**src/rtl/mem_stim_pkg.sv**
```systemverilog
// mem_stim_pkg: shared command, opcode and FSM state types for the memory stimulus driver
package mem_stim_pkg;
  localparam int DW = 32;
  localparam int AW = 32;
  localparam int LW = 6;
  typedef enum logic [1:0] {OP_WRITE, OP_READ, OP_CHECK, OP_IDLE} op_e;
  typedef enum logic [2:0] {IDLE_ST, WR_ST, RD_ISSUE, RD_RESP, CHK_ST, CHK_RESP, WAIT_ST} state_e;
  typedef struct packed {
    op_e           op;
    logic [AW-1:0] addr;
    logic [DW-1:0] data;
    logic [LW-1:0] len;
  } cmd_t;
endpackage

```
**src/rtl/mem_stim_fifo.sv**
```systemverilog
// mem_stim_fifo: synchronous command FIFO with full/empty flags
module mem_stim_fifo import mem_stim_pkg::*; #(
  parameter int DEPTH = 4
) (
  input  logic clk,
  input  logic rst_n,
  input  logic push,
  input  cmd_t din,
  input  logic pop,
  output cmd_t dout,
  output logic full,
  output logic empty
);
  localparam int PW = $clog2(DEPTH);
  cmd_t mem [DEPTH];
  logic [PW:0] wp, rp;
  assign empty = wp == rp;
  assign full = wp == {~rp[PW], rp[PW-1:0]};
  assign dout = mem[rp[PW-1:0]];
  always_ff @(posedge clk) begin
    if (!rst_n) begin
      wp <= '0;
      rp <= '0;
    end else begin
      if (push && !full) begin
        mem[wp[PW-1:0]] <= din;
        wp <= wp + 1'b1;
      end
      if (pop && !empty) rp <= rp + 1'b1;
    end
  end
endmodule

```
**src/rtl/mem_stim_driver.sv**
```systemverilog
// mem_stim_driver: host-command driven memory port stimulus (write/read/check/idle bursts)
module mem_stim_driver import mem_stim_pkg::*; #(
  parameter int DWIDTH     = DW,
  parameter int AWIDTH     = AW,
  parameter int BLENBIT    = LW,
  parameter int FIFO_DEPTH = 4
) (
  input  logic               clk,
  input  logic               rst_n,
  input  logic               cmd_valid,
  output logic               cmd_ready,
  input  logic [1:0]         cmd_op,
  input  logic [AWIDTH-1:0]  cmd_addr,
  input  logic [DWIDTH-1:0]  cmd_data,
  input  logic [BLENBIT-1:0] cmd_len,
  output logic               mem_ce,
  output logic               mem_we,
  output logic [AWIDTH-1:0]  mem_addr,
  output logic [DWIDTH-1:0]  mem_wdata,
  input  logic [DWIDTH-1:0]  mem_rdata,
  output logic               rsp_valid,
  input  logic               rsp_ready,
  output logic [DWIDTH-1:0]  rsp_data,
  output logic               rsp_err,
  output logic               cmd_done
);
  state_e state, state_n;
  cmd_t cmd_in, head;
  logic full, empty, pop, last, hs, chk_pend;
  logic [AWIDTH-1:0] base_addr, cur_addr, last_addr;
  logic [DWIDTH-1:0] base_data, pattern, last_wdata, prev_pat, cnt, cnt_n;
  logic [BLENBIT-1:0] len, beat;
  assign cmd_in = '{op: op_e'(cmd_op), addr: cmd_addr, data: cmd_data, len: cmd_len};
  assign cmd_ready = !full;
  assign last = beat == len;
  assign hs = rsp_valid && rsp_ready;
  assign cur_addr = base_addr + AWIDTH'(beat);
  assign pattern = base_data + DWIDTH'(beat);
  assign cnt_n = (chk_pend && mem_rdata != prev_pat && cnt != '1) ? cnt + 1'b1 : cnt;
  mem_stim_fifo #(.DEPTH(FIFO_DEPTH)) u_fifo (
    .clk(clk),
    .rst_n(rst_n),
    .push(cmd_valid && !full),
    .din(cmd_in),
    .pop(pop),
    .dout(head),
    .full(full),
    .empty(empty)
  );
  always_ff @(posedge clk) begin
    state <= !rst_n ? IDLE_ST : state_n;
  end
  always_comb begin
    state_n = state;
    pop = 1'b0;
    case (state)
      IDLE_ST: if (!empty) begin
        pop = 1'b1;
        state_n = head.op == OP_WRITE ? WR_ST : head.op == OP_READ ? RD_ISSUE : head.op == OP_CHECK ? CHK_ST : WAIT_ST;
      end
      WR_ST, WAIT_ST: state_n = last ? IDLE_ST : state;
      RD_ISSUE: state_n = RD_RESP;
      RD_RESP: state_n = hs ? (last ? IDLE_ST : RD_ISSUE) : state;
      CHK_ST: state_n = last ? CHK_RESP : state;
      CHK_RESP: state_n = hs ? IDLE_ST : state;
      default: state_n = IDLE_ST;
    endcase
  end
  always_comb begin
    mem_ce = state inside {WR_ST, RD_ISSUE, CHK_ST};
    mem_we = state == WR_ST;
    mem_addr = mem_ce ? cur_addr : last_addr;
    mem_wdata = mem_ce ? pattern : last_wdata;
    cmd_done = (last && (state == WR_ST || state == WAIT_ST)) || (hs && ((state == RD_RESP && last) || state == CHK_RESP));
  end
  always_ff @(posedge clk) begin
    if (!rst_n) begin
      base_addr <= '0;
      base_data <= '0;
      len <= '0;
      beat <= '0;
      last_addr <= '0;
      last_wdata <= '0;
      chk_pend <= 1'b0;
      prev_pat <= '0;
      cnt <= '0;
      rsp_valid <= 1'b0;
      rsp_data <= '0;
      rsp_err <= 1'b0;
    end else begin
      if (pop) begin
        base_addr <= head.addr;
        base_data <= head.data;
        len <= head.len;
        beat <= '0;
      end else if (!last && (state inside {WR_ST, CHK_ST, WAIT_ST} || (state == RD_RESP && hs))) begin
        beat <= beat + 1'b1;
      end
      if (mem_ce) begin
        last_addr <= mem_addr;
        last_wdata <= mem_wdata;
      end
      chk_pend <= state == CHK_ST;
      prev_pat <= pattern;
      cnt <= pop ? '0 : cnt_n;
      if ((state == RD_RESP || state == CHK_RESP) && !rsp_valid) begin
        rsp_valid <= 1'b1;
        rsp_data <= state == RD_RESP ? mem_rdata : cnt_n;
        rsp_err <= state == CHK_RESP && cnt_n != '0;
      end else if (hs) begin
        rsp_valid <= 1'b0;
      end
    end
  end
endmodule

```
**config.mk**
```make
export PLATFORM = sky130hd
export DESIGN_NAME = mem_stim_driver
export DESIGN_NICKNAME = d
export VERILOG_FILES = /design/src/rtl/mem_stim_pkg.sv /design/src/rtl/mem_stim_fifo.sv /design/src/rtl/mem_stim_driver.sv
export SDC_FILE = /design/constraint.sdc
export NUM_CORES = 1
export LEC_CHECK = 0
export CAP_MARGIN = 30
export CELL_PAD_IN_SITES_DETAIL_PLACEMENT = 1
export CELL_PAD_IN_SITES_GLOBAL_PLACEMENT = 1
export CORE_ASPECT_RATIO = 0.5
export CORE_MARGIN = 4
export CORE_UTILIZATION = 55
export CTS_CLUSTER_SIZE = 24
export DETAILED_ROUTE_END_ITERATION = 10
export DONT_BUFFER_PORTS = 1
export PLACE_DENSITY_LB_ADDON = 0.1
export SYNTH_ARGS = -nofsm -noshare
export SYNTH_HDL_FRONTEND = slang
export SYNTH_SLANG_ARGS = --single-unit
export TNS_END_PERCENT = 50
```
**constraint.sdc**
```tcl
create_clock -name clk -period 8.25 [get_ports clk]
set_input_delay 2.0625 -clock clk [delete_from_list [all_inputs] [get_ports clk]]
set_output_delay 2.0625 -clock clk [all_outputs]
set_load 0.01 [all_outputs]
```
[Word level (Yosys, flattened, before mapping)]
Memory sizes are Yosys's and may differ from the RTL's. A register that Yosys moved wholly into a read port is not among the register bits.
Cells that the tools add are included.
Storage, ports and cells
  flip-flop bits (word level): 248
  RAM bits: 288
  output and inout port bits: 102
  logic and storage cells: 96
  memories kept: 1
Memories
  u_fifo.mem: words 4, bits a word 72, read ports 1, clocked after Yosys merged registers in 1, wr ports 1, RTL line mem_stim_fifo.sv:15  | cmd_t mem [DEPTH];
Cells by class
  add/subtract/negate cells: 6
  equal/unequal tests: 18
  multiplexer cells: 23
  bitwise logic cells: 2
  reduce and logical (&&, ||, !) cells: 31
Operators by type and width (count)
  2-to-1 mux 32 bit: 4
  adder 32 x 6 -> 32 bit: 2
  adder 32 x 1 -> 32 bit, second input constant: 1
  != test 32 bit: 1
  != test 32 bit, second input constant: 1
  nonzero test 32 bit: 1
  2-to-1 mux 3 bit: 7
  one-hot mux 3 bit (6 select lines): 1
  logical AND 1 bit: 13
  != test 2 bit, second input constant: 5
  == test 3 bit, second input constant: 3
  2-to-1 mux 2 bit: 4
  2-to-1 mux 1 bit: 7
  adder 3 x 1 -> 3 bit, second input constant: 2
  adder 6 x 1 -> 6 bit, second input constant: 1
  == test 3 x 2 -> 1 bit, second input constant: 2
  == test 3 bit: 2
  == test 6 bit: 1
  nonzero test 3 bit: 2
  logical OR 1 bit: 5
  AND reduction 5 bit: 1
  zero test 1 bit: 4
  OR reduction 2 bit: 2
  == test 3 x 1 -> 1 bit, second input constant: 1
  6 further kinds: 7

[Depth between registers and ports, before layout]
Gate-level depths: netlist of the first run.
  depth in word-level cells: 8
  gate-level depth with buffers: 12
  depth with buffers taken out: 11

[By module]
From an unflattened synthesis of the first run, not the netlist that was laid out.
Second synthesis, totals
  cells, all modules: 1872
  area, all modules: 22210.1 µm²
Modules (own cells, without submodules)
  mem_stim_driver: times used 1, cells each 1428, area each 11272.1 µm², sequential area each 4844.6 µm²
  mem_stim_fifo: times used 1, cells each 444, area each 10938.0 µm², sequential area each 8808.4 µm²

[Worst setup path after synthesis of the first run]
No wires, ideal clock.
  path kind: input-to-reg
  start: in rst_n
  end: mem u_fifo.mem[1][0] (netlist bit) (enable)
  library setup time: 438 ps
  data arrival time: 4298 ps
  data required time: 7812 ps
  path slack: 3513 ps
  stages: 3
  buffers on the path: 2
  cell sequence: clkbuf_1 clkbuf_1 and3_1
Between the ends
  cells in the longest elaborated chain, start to end: 2
RTL lines
  from (decl): RTL line mem_stim_driver.sv:9  | input logic rst_n,
  2-to-1 mux 1 bit: RTL line mem_stim_fifo.sv:21  | if (!rst_n) begin
  2-to-1 mux 1 bit (implied by the code): RTL line mem_stim_fifo.sv:26  | mem[wp[PW-1:0]] <= din;
  to (decl): RTL line mem_stim_fifo.sv:15
No other way between the ends.

[Worst setup path in the final report of the first run]
  start: reg beat[0]
  end: out mem_addr[28]
Between the ends
  cells in the longest elaborated chain, start to end: 2
RTL lines
  from (decl): RTL line mem_stim_driver.sv:32  | logic [BLENBIT-1:0] len, beat;
  from (signal assigned): RTL line mem_stim_driver.sv:97  | beat <= beat + 1'b1;
  adder 32 x 6 -> 32 bit: RTL line mem_stim_driver.sv:37  | assign cur_addr = base_addr + AWIDTH'(beat);
  2-to-1 mux 32 bit: RTL line mem_stim_driver.sv:72  | mem_addr = mem_ce ? cur_addr : last_addr;
  to (decl): RTL line mem_stim_driver.sv:18  | output logic [AWIDTH-1:0] mem_addr,
No other way between the ends.

==> run summary, run 1 <==
* **outcome** finished clean
* **total routing resource utilization after global routing** 27.3%
* **largest fanout on the critical path** 10
* **drt pass-1 iters** 5
* **launching element type of the critical path** flip-flop
* **Vert. Die Dim** 151 um
* **Detailed Route Iter0 Violations** 1072
* **sequential fraction of the synthesis area** 60.5%
* **worst-skew pair later-pin latency** 0.59 ns
* **post-synthesis instance total** 1888
* **highest achievable clock rate** 163 MHz
* **wire length per cell** 25.2 um
* **maximum vdd ir drop** 333 uV
* **leading cell type in the layout, fill and taps excluded** edfxtp_1
* **Worst Setup End Kind** output port
* **number of slew-limit violations in the final report** 0
* **antenna-violating nets left** 0
* **final std cells w/o fill** 2420
* **mean instance size in the synthesized netlist** 11.9 um2
* **share of cells above drive strength 1** 11.0%
* **Warnings, synthesis** 0
* **most used cells in the layout excluding fill and tap cells** 288 x edfxtp_1, 262 x nand2_1, 248 x dfxtp_1
* **number of diodes added for antenna fixing** 0
* **DIE AREA** 44500 um2
* **count of unresolved DRC violations after routing** 0
* **via count** 14700
* **total CTS buffers** 47
* **global-route wire length before repair** 92.7 mm
* **flip-flop cell with the highest count after synthesis** edfxtp_1
* **# setup viols final** 0
* **slack of the worst reg-to-reg path** 4.23 ns
* **number of antenna violations at the first check in global routing** 0
* **worst min-delay path endpoint** base_data[31]
* **sum of net half-perimeters after detailed placement** 41.9 mm
* **postcts setup bufs** 0
* **critical hold path startpoint** base_data[31]
* **vias in the first global route** 15300
* **DRT Wirelength** 61.0 mm
* **CTS root buffer** clkbuf_16
* **pin count of the biggest net entering global routing** 99
* **capture point of the worst reg-to-reg path** rsp_err
* **CTS tree** yes
* **count of placed standard cells including taps** 2333
* **number of top-level pins** 210
* **number of flops mapped to enable cells by yosys** 288
* **fraction of the core area covered by cells at the end of the flow** 60.9%
* **final net count** 1973
* **combined area of all synthesized cells** 22600 um2
* **number of I/O port buffers** 0
* **count of instances resized after the clock tree is built** 0
* **worst rel slew slack** 34.4%
* **post-synth cell types** 72
* **Required @ worst endpoint** 6.19 ns
* **per-cell via count in the routed design** 6.08
* **maximum buffer depth of the clock tree** 3
* **share of the cycle needed by the critical path after routing** 74.3%
* **number of rows created at floorplan** 52
* **leak pwr** 7.95 nW
* **setup repair after global routing missed its margin** false
* **Area growth, synth to finish** 9.28%
* **clock skew** 0.0206 ns
* **deepest level of the CTS H-tree** 2
* **instance count along the most critical hold path** 2
* **final critical path time including I/O delays and setup** 6.13 ns
* **Crit Path Category** flip-flop to output port
* **critical register-to-register path startpoint** cnt[0]
* **async set-or-reset flop fraction in the synthesized netlist** 0%
* **summed negative setup slack over all endpoints** 0 ns
* **pin slew with the least headroom to its limit** 0.982 ns
* **global route total overflow** 0
* **Power Density** 328 nW/um2
* **post-synthesis register bit count** 538
* **clock sink total** 538
* **standard cell core area** 40500 um2
* **Clock transition at path regs** 0.07 ns
* **syn nets** 2017
* **Post-CTS Hold Buffers** 0
* **worst r2r path cells** 9
* **hold crit path type** flip-flop to flip-flop
* **area of all placed cells without fillers** 24600 um2
* **DIE WIDTH** 294 um
* **final hold viol count** 0
* **post-detailed-placement cell area** 23000 um2
* **initial core utilization** 55.7%
* **number of max-cap violations** 0
* **Placer Congestion** 0.890
* **arrival time of data at the critical path endpoint** 4.06 ns
kinds of logic (layout without fill, tap and decap cells):
group,after synthesis,in the layout,synth area share (%)
and+or+nand+nor,637,637,13.7
DFF,538,538,60.5
AOI/OAI and AO/OA,326,326,9.07
buffers and inverters,145,137,2.49
xor gates and xnor gates,143,143,5.55
muxes,78,78,7.47
adders and majority gates,21,21,1.23
area by class of cell:
cell class	count	area, um2
clock inverters	20	327
flip-flops and latches	538	13700
repair buffers	21	201
well taps	540	676
fillers	4033	15800
inverters	31	120
multi-input cells	1205	8380
clock buffers	65	1280
state kept, by name, indices dropped and copies added (netlist names), 3 cells and up, named ones only:
name,flops
base_addr,32
last_addr,32
rsp_data,32
u_fifo.mem,288
base_data,32
state,3
beat,6
u_fifo.rp,3
prev_pat,32
len,6
cnt,32
last_wdata,32
u_fifo.wp,3
worst max-delay path by stage:
stage,from,endpoint
3_5_place_dp,beat[0],mem_addr[28]
5_1_grt,beat[0],mem_addr[28]
4_1_cts,beat[0],mem_addr[28]
3_3_place_gp,beat[0],mem_addr[26]
6_report,beat[0],mem_addr[28]
2_1_floorplan,rst_n,u_fifo.mem[1][0]
metal layers:
layer | track usage, % | wire (um) | part of all wire [%]
met1 | 34.6 | 25200 | 41
met2 | 48.7 | 31000 | 51
met3 | 4.45 | 2760 | 4.5
met4 | 8.68 | 1980 | 3.3
met5 | 0 | 0 | 0
synthesized netlist by cell type, types with 8 or more instances:
cell       count  share of area [%]
a2111oi_2      8               0.53
a211oi_1      43                1.4
a21o_1        12               0.40
a21oi_1      156                3.5
and2_1        37                1.0
and3_1        16               0.44
and4_1         8               0.31
clkbuf_1      99                1.6
dfxtp_1      250                 22
edfxtp_1     288                 38
ha_1          19                1.1
inv_1         29               0.48
mux4_2        72                7.2
nand2_1      262                4.4
nand3_1       30               0.67
nand4_1       33               0.92
nor2_1       146                2.4
nor2b_1       14               0.39
nor3_1        22               0.49
nor4_1        18               0.50
o211ai_1      10               0.33
o21ai_0       42               0.93
o21ai_1       13               0.29
xnor2_1      106                4.1
xor2_1        37                1.4
metrics by stage:
stage	hold slack [ns]	setup slack, ns	power, mW
floorplan	0.441	3.51	5.05
global placement	0.453	3.04	5.67
detailed placement	0.460	2.89	5.76
CTS	0.469	2.09	8.11
global route	0.490	1.95	8.48
finish	0.467	2.12	8.08
power breakdown:
part | leakage (nW) | internal, mW | switching, mW
registers | 4.65 | 3.15 | 0.359
logic | 2.52 | 0.728 | 1.51
clock network | 0.780 | 1.32 | 1.01
total | 7.95 | 5.19 | 2.88
worst max-delay path, stage by stage, from the launching register on:
cell	delay (ns)
dfxtp_1	0.49
ha_1	0.23
inv_1	0.05
fa_1	0.41
nor2b_1	0.17
o21ai_1	0.10
a21boi_1	0.25
o21ai_2	0.19
a2111oi_2	0.85
nand2_1	0.20
xor2_1	0.21
a21oi_1	0.33
Power figures use the tool's default switching activity.
==> run 2, diff against run 1 <==
--- a/config.mk
+++ b/config.mk
@@ -10,7 +10,7 @@
 export CELL_PAD_IN_SITES_GLOBAL_PLACEMENT = 1
 export CORE_ASPECT_RATIO = 0.5
 export CORE_MARGIN = 4
-export CORE_UTILIZATION = 55
+export CORE_UTILIZATION = 46
 export CTS_CLUSTER_SIZE = 24
 export DETAILED_ROUTE_END_ITERATION = 10
 export DONT_BUFFER_PORTS = 1
==> constraint.sdc (replaced) <==
create_clock -name clk -period 5.3 [get_ports clk]
set_input_delay 1.325 -clock clk [delete_from_list [all_inputs] [get_ports clk]]
set_output_delay 1.325 -clock clk [all_outputs]
set_load 0.01 [all_outputs]
==> run 2 against run 1 <==
  * Setup slack worse by 1.8 ns
  * Global-route usage down 4.0 points
  * Register-to-register slack worse by 2.4 ns
  * Clock power up 55%
  * Largest cell class unchanged
  * Sequential share of layout area is 0.66 points lower
  * Count of clock-buffer cells in the layout rose by 1
  * Critical endpoint is now mem_addr[30]
  * Die area increased by 19%
  * Largest power group unchanged
  * Sequential power rose by 53%
==> run summary, run 2 (synthesized netlist as in run 1, its figures left out) <==
* **final hold viol count** 0, unchanged
* **summed negative setup slack over all endpoints** 0 ns, unchanged
* **final critical path time including I/O delays and setup** 4.95 ns
* **slack of the worst reg-to-reg path** 1.81 ns, -2.42 ns
* **number of max-cap violations** 0, unchanged
* **pin count of the biggest net entering global routing** 118, +19%
* **total routing resource utilization after global routing** 23.2%, -4.0 points
* **maximum vdd ir drop** 334 uV, +0.23%
* **Post-CTS Hold Buffers** 0, unchanged
* **worst r2r path cells** 10, +1
* **pin slew with the least headroom to its limit** 0.942 ns, -0.0400 ns
* **power spent charging and discharging nets** 4.45 mW, +54%
* **capture point of the worst reg-to-reg path** rsp_err
* **critical register-to-register path startpoint** cnt[0]
* **share of cells above drive strength 1** 12.0%, +0.99 points
* **arrival time of data at the critical path endpoint** 3.63 ns, -0.43 ns
* **relative contribution of sequential cells to total power** 43.0%, -0.4 points
* **Power Density** 500 nW/um2, +53%
* **worst rel slew slack** 37.0%, +2.6 points
* **Placer Congestion** 0.856, -3.8%
* **leading cell type in the layout, fill and taps excluded** edfxtp_1
* **maximum buffer depth of the clock tree** 3, unchanged
* **number of top-level pins** 210, unchanged
* **total CTS buffers** 49, +4.3%
* **Crit Path Category** flip-flop to output port
* **DIE AREA** 52900 um2, +19%
* **CTS tree** yes
* **critical hold path startpoint** base_data[0]
* **worst setup slack after placement** 0.848 ns, -2.04 ns
* **share of total power in combinational logic** 28.1%, +0.3 points
* **global-route met2 utilization** 42.7%, -6.0 points
* **initial core utilization** 46.5%, -9.2 points
* **deepest level of the CTS H-tree** 2, unchanged
* **Worst Setup End Kind** output port
* **global routing usage on met1** 29.0%, -5.6 points
* **via count** 14600, -0.72%
* **worst-skew pair later-pin latency** 0.59 ns, about the same
* **PnR worst setup slack** 0.349 ns, -1.77 ns
* **Clock transition at path regs** 0.07 ns, about the same
* **wire length per cell** 24.3 um, -3.6%
* **outcome** finished clean
* **number of I/O port buffers** 0, unchanged
* **worst min-delay path endpoint** base_data[0]
* **vias in the first global route** 15400, +0.50%
* **drt pass-1 iters** 6, +1
* **clock group share of total power** 28.9%, about the same
* **leak pwr** 8.02 nW, +0.96%
* **Vert. Die Dim** 165 um, +8.9%
* **DRT Wirelength** 61.6 mm, +1.1%
* **DIE WIDTH** 321 um, +9.1%
* **# setup viols final** 0, unchanged
* **timing startpoint of the critical path** beat[0]
* **sum of net half-perimeters after detailed placement** 42.7 mm, +2.0%
* **CTS root buffer** clkbuf_16
* **routing layer with the top usage in global route** met2
* **Area growth, synth to finish** 10.6%
* **count of unresolved DRC violations after routing** 0, unchanged
* **cell internal pwr** 8.03 mW, +55%
* **per-cell via count in the routed design** 5.75, -5.4%
* **largest fanout on the critical path** 10, unchanged
* **antenna-violating nets left** 0, unchanged
* **setup repair after global routing missed its margin** false
* **number of slew-limit violations in the final report** 0, unchanged
* **clock sink total** 538, unchanged
* **Detailed Route Iter0 Violations** 891, -17%
* **global route total overflow** 0, unchanged
* **launching element type of the critical path** flip-flop
* **Storage cell area** 13700 um2, unchanged
* **Required @ worst endpoint** 3.97 ns, -2.22 ns
* **most used cells in the layout excluding fill and tap cells** 288 x edfxtp_1, 261 x nand2_1, 248 x dfxtp_1
* **max FFs per register** 288, unchanged
* **highest achievable clock rate** 202 MHz
* **share of the cycle needed by the critical path after routing** 93.4%
* **number of rows created at floorplan** 57, +9.6%
* **global-route wire length before repair** 94.3 mm, +1.8%
* **number of antenna violations at the first check in global routing** 0, unchanged
* **Fillers** 4951, +23%
* **standard cell core area** 48500 um2, +20%
* **instance count along the most critical hold path** 2, unchanged
* **fraction of power spent switching nets** 35.7%, about the same
* **final net count** 1982, +0.46%
* **hold crit path type** flip-flop to flip-flop
* **clock skew** 0.0219 ns, +0.00136 ns
* **met3 demand-to-capacity share in global routing** 3.76%, -0.69 points
* **total area of multi-input combinational cells** 8390 um2, about the same
* **number of diodes added for antenna fixing** 0, unchanged
## run 2: what timing repair did
item	CTS	global route
setup buffers	0	0
setup endpoints to repair	0	1
resized for setup	0	1
## run 2: worst max path at each step
| stage | endpoint |
|---|---|
| after floorplan | u_fifo.mem[1][0] |
| after global placement | mem_addr[26] |
| after detailed placement | mem_addr[26] |
| after CTS | mem_addr[26] |
| after global routing | mem_wdata[14] |
| final | mem_addr[30] |
## run 2: final cells by class
class,count,share of cell area (%)
Tap cell,649,3.26
Clock buffer,66,5.62
Multi-Input combinational cell,1205,33.6
Timing Repair Buffer,28,1.31
Sequential cell,538,54.8
Clock inverter,23,0.948
Inverter,31,0.492
## run 2: per-layer routing
layer / wire length [um] / vias up
met1: 25700 / 7496
met4: 1360 / 0
met5: 0 / -
met2: 32400 / 242
met3: 2200 / 87
li1: - / 6784
## run 2: stage by stage
step / util (%) / instances / cell area [um2] / total power, mW / hold WS, ns
floorplan: - / 1888 / 22600 / 7.86 / 0.441
global placement: 47.7 / 2443 / 23100 / 8.89 / 0.450
detailed placement: 48.0 / 2450 / 23300 / 9.02 / 0.463
CTS: 51.4 / 2539 / 24900 / 12.7 / 0.472
global route: 51.4 / 2540 / 24900 / 13.2 / 0.492
finish: 51.4 / 2540 / 24900 / 12.5 / 0.468
## run 2: worst max-delay path, stage by stage (launching register included)
cell       delay, ns
dfxtp_1         0.46
ha_1            0.24
inv_1           0.06
fa_1            0.39
nor2b_1         0.16
o21ai_1         0.09
a21boi_1        0.24
o21ai_2         0.22
a2111oi_2       0.40
buf_4           0.20
nand2_1         0.07
xor2_1          0.17
a21oi_1         0.32
## run 2: power by group through the flow
stage / clock [mW] / combinational, mW / sequential [mW]
after floorplan: 0 / 2.63 / 5.23
after global placement: 0 / 3.45 / 5.44
after detailed placement: 0 / 3.55 / 5.47
after CTS: 3.71 / 3.57 / 5.38
after global routing: 3.92 / 3.85 / 5.43
final: 3.61 / 3.50 / 5.37
